$ cat src/rtl/spi_pkg.sv
// Shared definitions for the SPI transaction sequencer: byte width, FSM states
// and chip-select levels.
package spi_pkg;

    localparam int BYTE = 8;

    localparam logic CS_ACTIVE = 1'b0;
    localparam logic CS_IDLE   = 1'b1;

    typedef enum logic [2:0] {
        ST_IDLE,
        ST_SETUP,
        ST_FETCH,
        ST_EXCH,
        ST_WAIT,
        ST_RXOUT,
        ST_GAP,
        ST_HOLD
    } state_t;

    // States whose duration is governed by the shared delay counter.
    function automatic logic is_timed(input state_t s);
        return (s == ST_SETUP) || (s == ST_GAP) || (s == ST_HOLD);
    endfunction

endpackage

$ cat src/rtl/spi_delay_cnt.sv
// Loadable down-counter that times the SETUP, GAP and HOLD states.
// Holds at zero; a load always wins over a decrement.
module spi_delay_cnt #(
    parameter int DLY_W = 8
) (
    input  logic             iclk,
    input  logic             irst_n,
    input  logic             iload,
    input  logic [DLY_W-1:0] iload_val,
    input  logic             idec,
    output logic [DLY_W-1:0] ovalue,
    output logic             ozero
);

    logic [DLY_W-1:0] cnt;

    // NOTE: state registers use non-blocking assignments so every flop
    // samples the pre-edge values of its neighbours.
    always_ff @(posedge iclk or negedge irst_n) begin
        if (!irst_n) begin
            cnt <= '0;
        end else if (iload) begin
            cnt <= iload_val;
        end else if (idec && (cnt != '0)) begin
            cnt <= cnt - 1'b1;
        end
    end

    assign ovalue = cnt;
    assign ozero  = (cnt == '0);

endmodule

$ cat src/rtl/spi_xfer_seq.sv
// Multi-byte SPI burst sequencer: frames a command with chip select, feeds TX
// bytes to the byte-exchange stage one at a time and returns the RX bytes.
module spi_xfer_seq
    import spi_pkg::*;
#(
    parameter int LEN_W     = 8,
    parameter int DLY_W     = 8,
    parameter int CS_SETUP  = 1,
    parameter int CS_HOLD   = 1,
    parameter int INTER_GAP = 0
) (
    input  logic             iclk,
    input  logic             irst_n,
    input  logic             istart,
    input  logic [LEN_W-1:0] ilen,
    input  logic             iabort,
    output logic             obusy,
    output logic             odone,
    output logic [LEN_W-1:0] ocount,
    input  logic             itx_valid,
    input  logic [BYTE-1:0]  itx_data,
    output logic             otx_ready,
    output logic             orx_valid,
    output logic [BYTE-1:0]  orx_data,
    input  logic             irx_ready,
    output logic             ocs_n,
    output logic             oexch,
    output logic [BYTE-1:0]  oexch_data,
    input  logic             iexch_busy,
    input  logic             iexch_ready,
    input  logic [BYTE-1:0]  iexch_data
);

    localparam logic [DLY_W-1:0] SETUP_LD = DLY_W'(CS_SETUP);
    localparam logic [DLY_W-1:0] HOLD_LD  = DLY_W'(CS_HOLD);
    localparam logic [DLY_W-1:0] GAP_LD   = DLY_W'(INTER_GAP);

    state_t           state, state_nxt;
    logic [LEN_W-1:0] len;
    logic             abort_pending;
    logic             dly_load;
    logic [DLY_W-1:0] dly_val;
    logic [DLY_W-1:0] dly_value;
    logic             dly_zero;
    logic             last_byte;

    spi_delay_cnt #(.DLY_W(DLY_W)) u_dly (
        .iclk      (iclk),
        .irst_n    (irst_n),
        .iload     (dly_load),
        .iload_val (dly_val),
        .idec      (is_timed(state)),
        .ovalue    (dly_value),
        .ozero     (dly_zero)
    );

    assign last_byte = (ocount == len);
    assign obusy     = (state != ST_IDLE);

    always_ff @(posedge iclk or negedge irst_n) begin
        if (!irst_n) begin
            state <= ST_IDLE;
        end else begin
            state <= state_nxt;
        end
    end

    // NOTE: every output of this block gets a default before the case so no
    // path leaves a signal unassigned and no latch is inferred.
    always_comb begin
        state_nxt = state;
        otx_ready = 1'b0;
        oexch     = 1'b0;
        dly_load  = 1'b0;
        dly_val   = '0;
        case (state)
            ST_IDLE: begin
                if (istart && (ilen != '0)) begin
                    state_nxt = ST_SETUP;
                    dly_load  = 1'b1;
                    dly_val   = SETUP_LD;
                end
            end
            ST_SETUP: begin
                if (dly_zero) state_nxt = ST_FETCH;
            end
            ST_FETCH: begin
                // A pending abort closes the burst here, before another byte is taken.
                if (abort_pending) begin
                    state_nxt = ST_HOLD;
                    dly_load  = 1'b1;
                    dly_val   = HOLD_LD;
                end else begin
                    otx_ready = 1'b1;
                    if (itx_valid) state_nxt = ST_EXCH;
                end
            end
            ST_EXCH: begin
                if (!iexch_busy) begin
                    oexch     = 1'b1;
                    state_nxt = ST_WAIT;
                end
            end
            ST_WAIT: begin
                if (iexch_ready) state_nxt = ST_RXOUT;
            end
            ST_RXOUT: begin
                if (irx_ready) begin
                    dly_load = 1'b1;
                    if (last_byte || abort_pending) begin
                        state_nxt = ST_HOLD;
                        dly_val   = HOLD_LD;
                    end else begin
                        state_nxt = ST_GAP;
                        dly_val   = GAP_LD;
                    end
                end
            end
            ST_GAP: begin
                if (dly_zero) state_nxt = ST_FETCH;
            end
            ST_HOLD: begin
                if (dly_zero) state_nxt = ST_IDLE;
            end
            default: state_nxt = ST_IDLE;
        endcase
    end

    always_ff @(posedge iclk or negedge irst_n) begin
        if (!irst_n) begin
            ocs_n         <= CS_IDLE;
            odone         <= 1'b0;
            ocount        <= '0;
            orx_valid     <= 1'b0;
            orx_data      <= '0;
            oexch_data    <= '0;
            len           <= '0;
            abort_pending <= 1'b0;
        end else begin
            odone <= 1'b0;
            if ((state != ST_IDLE) && iabort) abort_pending <= 1'b1;
            case (state)
                ST_IDLE: begin
                    if (istart) begin
                        ocount <= '0;
                        if (ilen != '0) begin
                            len   <= ilen;
                            ocs_n <= CS_ACTIVE;
                        end else begin
                            odone <= 1'b1;
                        end
                    end
                end
                ST_FETCH: begin
                    if (otx_ready && itx_valid) oexch_data <= itx_data;
                end
                ST_WAIT: begin
                    if (iexch_ready) begin
                        orx_data  <= iexch_data;
                        orx_valid <= 1'b1;
                        ocount    <= ocount + 1'b1;
                    end
                end
                ST_RXOUT: begin
                    if (irx_ready) orx_valid <= 1'b0;
                end
                ST_HOLD: begin
                    // Clearing here overrides a same-cycle iabort: the burst is already over.
                    if (dly_zero) begin
                        ocs_n         <= CS_IDLE;
                        odone         <= 1'b1;
                        abort_pending <= 1'b0;
                    end
                end
                default: ;
            endcase
        end
    end

    // The zero flag must always agree with the counter value it summarises.
    a_dly_zero_consistent : assert property (
        @(posedge iclk) disable iff (!irst_n) dly_zero == (dly_value == '0)
    );

endmodule
$ cat config.mk
export PLATFORM = sky130hd
export DESIGN_NAME = spi_xfer_seq
export DESIGN_NICKNAME = d
export VERILOG_FILES = /design/src/rtl/spi_pkg.sv /design/src/rtl/spi_delay_cnt.sv /design/src/rtl/spi_xfer_seq.sv
export SDC_FILE = /design/constraint.sdc
export NUM_CORES = 1
export LEC_CHECK = 0
export ABC_AREA = 1
export BUFFER_PORTS_ARGS = -buffer_cell sky130_fd_sc_hd__clkbuf_2
export CELL_PAD_IN_SITES_DETAIL_PLACEMENT = 1
export CELL_PAD_IN_SITES_GLOBAL_PLACEMENT = 1
export CORE_MARGIN = 10
export CORE_UTILIZATION = 42
export DETAILED_ROUTE_END_ITERATION = 10
export MAX_ROUTING_LAYER = met4
export PLACE_DENSITY_LB_ADDON = 0.25
export SETUP_SLACK_MARGIN = 0.4
export SLEW_MARGIN = 30
export SYNTH_ARGS = -nofsm -noshare
export SYNTH_HDL_FRONTEND = slang
export SYNTH_SLANG_ARGS = --single-unit
$ cat constraint.sdc
create_clock -name iclk -period 2.8 [get_ports iclk]
set_clock_uncertainty 0.15 [all_clocks]
set_input_delay 0.56 -clock iclk [delete_from_list [all_inputs] [get_ports iclk]]
set_output_delay 0.56 -clock iclk [all_outputs]
set_load 0.005 [all_outputs]
==> flow_summary_export.csv <==
group,metric,value,unit
drt,antenna_left,0,
synth,synth_seq_cells,47,
sta,post-route-worst-setup-slack,709,ps
power,p_clk_share,13.8,%
final_layout,finalNetCount,381,
drt,drt_first_iter_violations,63,
drt,vias,2059,
worst_setup_path,regToRegSetupSlack,880,ps
floorplan,fp.dieW,96.3,um
synth,synth-edff-count,0,
sta,finalMaxSlewViolations,0,
synth,syn_nets,316,
floorplan,die_h,96.3,um
sta,worst_pin_slew,618,ps
clocking,cts_buffers,5,
floorplan,core,5570,um2
drt,drc,0,
final_layout,nFillCells,719,
power,p_leak,0.00156,uW
worst_setup_path,startpoint_type,"register",
sta,relSlewSlack,58.8,%
global_route,grt_usage,16.3,%
global_route,grt_first_pass_wirelength,11300,um
worst_setup_path,critPathMaxStageDelay,480,ps
synth,syn-instance-count,281,
sta,rsz0062_at_grt,"false",
synth,synthMuxAreaShare,7.38,%
clocking,cts_root_buf,"clkbuf_8",
synth,synth_top_family_by_area,"simple AND/OR/NAND/NOR gates",
clocking,cts_setup_buffers,0,
global_route,antenna_found_initial,0,
worst_setup_path,crit_path_end_kind,"output port",
synth,syn-cell-area,2440,um2
worst_setup_path,cp-startpoint,"state[1]",
synth,synth_adder_area_share,1.54,%
sta,fin_crit,2090,ps
global_route,grt_max_degree,48,
power,swShare,43.0,%
clocking,cts.path.max_buffers,2,
worst_setup_path,reg2reg_to,"ocount[7]",
sta,hold_viol,0,
power,power.density,1030,nW/um2
sta,finalSetupViolCount,0,
outcome,outcome,"completed",
drt,vias_per_cell,4.91,
synth,synth_compound_area_share,4.82,%
synth,syn_avg_cell_area,8.69,um2
worst_setup_path,r2r_start,"state[0]",
floorplan,die_area,9270,um2
synth,async_reset_ff_share,100,%
power,switchingPower,1280,uW
worst_setup_path,critical_path_class,"reg2out",
floorplan,placementRows,27,
clocking,htreeDepth,2,
worst_setup_path,arrival,1380,ps
worst_setup_path,crit_required,2090,ps
synth,ys.flop_type,"dfrtp_1",
clocking,cts_tree,"yes",
clocking,ctsHoldBuffers,0,
worst_setup_path,critPathSlowestCell,"dfrtp_1",
power,p_seq_share,40.4,%
clocking,clk_pin_slew,90,ps
final_layout,synthToLayoutAreaGrowth,18.8,%
power,pwr-share-comb,45.8,%
place,port_buffers,61,
clocking,cts_sinks,47,
synth,ys.warnings.count,0,
floorplan,io_pins,62,
sta,max_freq,478,MHz
final_layout,antenna_cells,0,
synth,synth_xor_area_share,4.30,%
clocking,worstSkewPairLatency,300,ps
synth,synth.yosys.seq_area_share,48.2,%
drt,avgRoutedWirePerCell,16.2,um
flow_run,cap_violations,0,
final_layout,ff_latch_area,1180,um2
drt,drt-total-wl,6790,um
place,routabilityCongestion,0.798,
hold_path,hp-class,"in2async",
place,dp_hpwl,5420,um
power,internal_power,1700,uW
floorplan,start_util,43.8,%
power,irDropWorstVdd,0.000495,V
global_route,grt_pass1_vias,2294,
synth,synth-simple-area-share,27.9,%
drt,drt_pre_antenna_iters,4,
place,pre_cts_slack,721,ps
synth,ys_types,31,
worst_setup_path,cp_max_fo,5,
sta,tns,0,ps
worst_setup_path,r2r.worst_path.cells,11,
final_layout,final_layout_size_suffix_gt1_share,31.4,%
global_route,overflow,0,
worst_setup_path,crit_top_cell,"nor2_1",
worst_setup_path,crit_chain,"inv_2 -> nor2_1 -> nand2_1 -> nor2_1 -> clkbuf_2",
final_layout,multi_input_area,1120,um2
clocking,cts_resized,0,
sta,period_share,74.7,%
-- flip-flops by register name (all words and copies together) (netlist names) --
name and count:
abort_pending 1, odone 1, ocount 8, ocs_n 1, len 8, orx_valid 1
u_dly.ovalue 8, oexch_data 8, state 3, orx_data 8
-- area by class of cell --
cell class / count / area share, %
clock buffers: 6 / 2.50
multi-input cells: 200 / 38.7
inverters: 30 / 3.92
clock inverters: 2 / 0.431
flip-flops and latches: 47 / 40.6
well taps: 72 / 3.10
repair buffers: 62 / 10.8
-- routing by layer --
metal,vias to the layer above,global-route usage [%],part of all wire (%)
li1,1024,-,-
met1,978,19.3,46
met2,53,25.8,46
met3,4,5.29,7.0
met4,0,4.55,1.0
met5,-,-,0
-- synthesized netlist by cell type, types with 2 or more instances --
master / n / share of area (%)
a21oi_1: 5 / 1.0
buf_2: 2 / 0.41
dfrtp_1: 46 / 47
ha_1: 3 / 1.5
inv_1: 24 / 3.7
inv_2: 5 / 0.77
mux2_2: 16 / 7.4
nand2_1: 76 / 12
nand2_2: 6 / 1.5
nand2_4: 3 / 1.4
nand3_1: 15 / 3.1
nand4_1: 8 / 2.0
nor2_1: 28 / 4.3
nor2_4: 3 / 1.4
nor3_1: 3 / 0.61
o21ai_0: 11 / 2.3
o21ai_1: 3 / 0.61
xnor2_1: 6 / 2.2
xor2_1: 6 / 2.2
-- per-stage QoR --
step | hold slack, ps | power (uW) | instance area, um2 | util (%) | instances
3_5_place_dp | 309 | 2600 | 2820 | 50.5 | 411
3_3_place_gp | 304 | 2520 | 2820 | 50.5 | 411
5_1_grt | 242 | 3260 | 2900 | 52.1 | 419
4_1_cts | 219 | 3020 | 2900 | 52.1 | 419
2_1_floorplan | 114 | 2110 | 2440 | - | 281
6_report | 186 | 2980 | 2900 | 52.1 | 419
-- critical path: cells and delay by family (launching register included) --
kind / cells / cell delay [ps]
AND/OR/NAND/NOR: 3 / 390
buffers and inverters: 2 / 220
flip-flops: 1 / 480
-- cells in the final DEF, fill, tap and decap left out, types with 2 or more instances in the layout --
cell and instances:
nand3_1 15, a21oi_1 5, nor2_1 28, nand2_2 6, mux2_2 16, ha_1 3
dfrtp_1 46, clkbuf_8 5, xnor2_1 6, clkinv_2 2, nand2_4 3, nor2_4 3
nand4_1 8, nand2_1 76, clkbuf_2 61, nor3_1 3, inv_2 5, o21ai_0 11
xor2_1 6, o21ai_1 3, inv_1 24
-- logic make-up after synthesis --
family,after synthesis
mux,16
simple gates,147
buf+inv,34
flops,47
fa+ha+maj,3
xor+xnor,12
compound gates,22
-- worst max-delay path by stage --
stage / endpoint
floorplan: u_dly.ovalue[0]
global placement: u_dly.ovalue[0]
detailed placement: u_dly.ovalue[6]
CTS: otx_ready
global route: otx_ready
finish: oexch
-- power groups by stage --
| stage | clock, uW | sequential [uW] | combinational, uW |
|---|---|---|---|
| global placement | 0 | 1200 | 1330 |
| floorplan | 0 | 1150 | 967 |
| finish | 412 | 1200 | 1370 |
| CTS | 425 | 1210 | 1390 |
| global route | 449 | 1240 | 1570 |
| detailed placement | 0 | 1210 | 1380 |
Power figures use the tool's default switching activity.
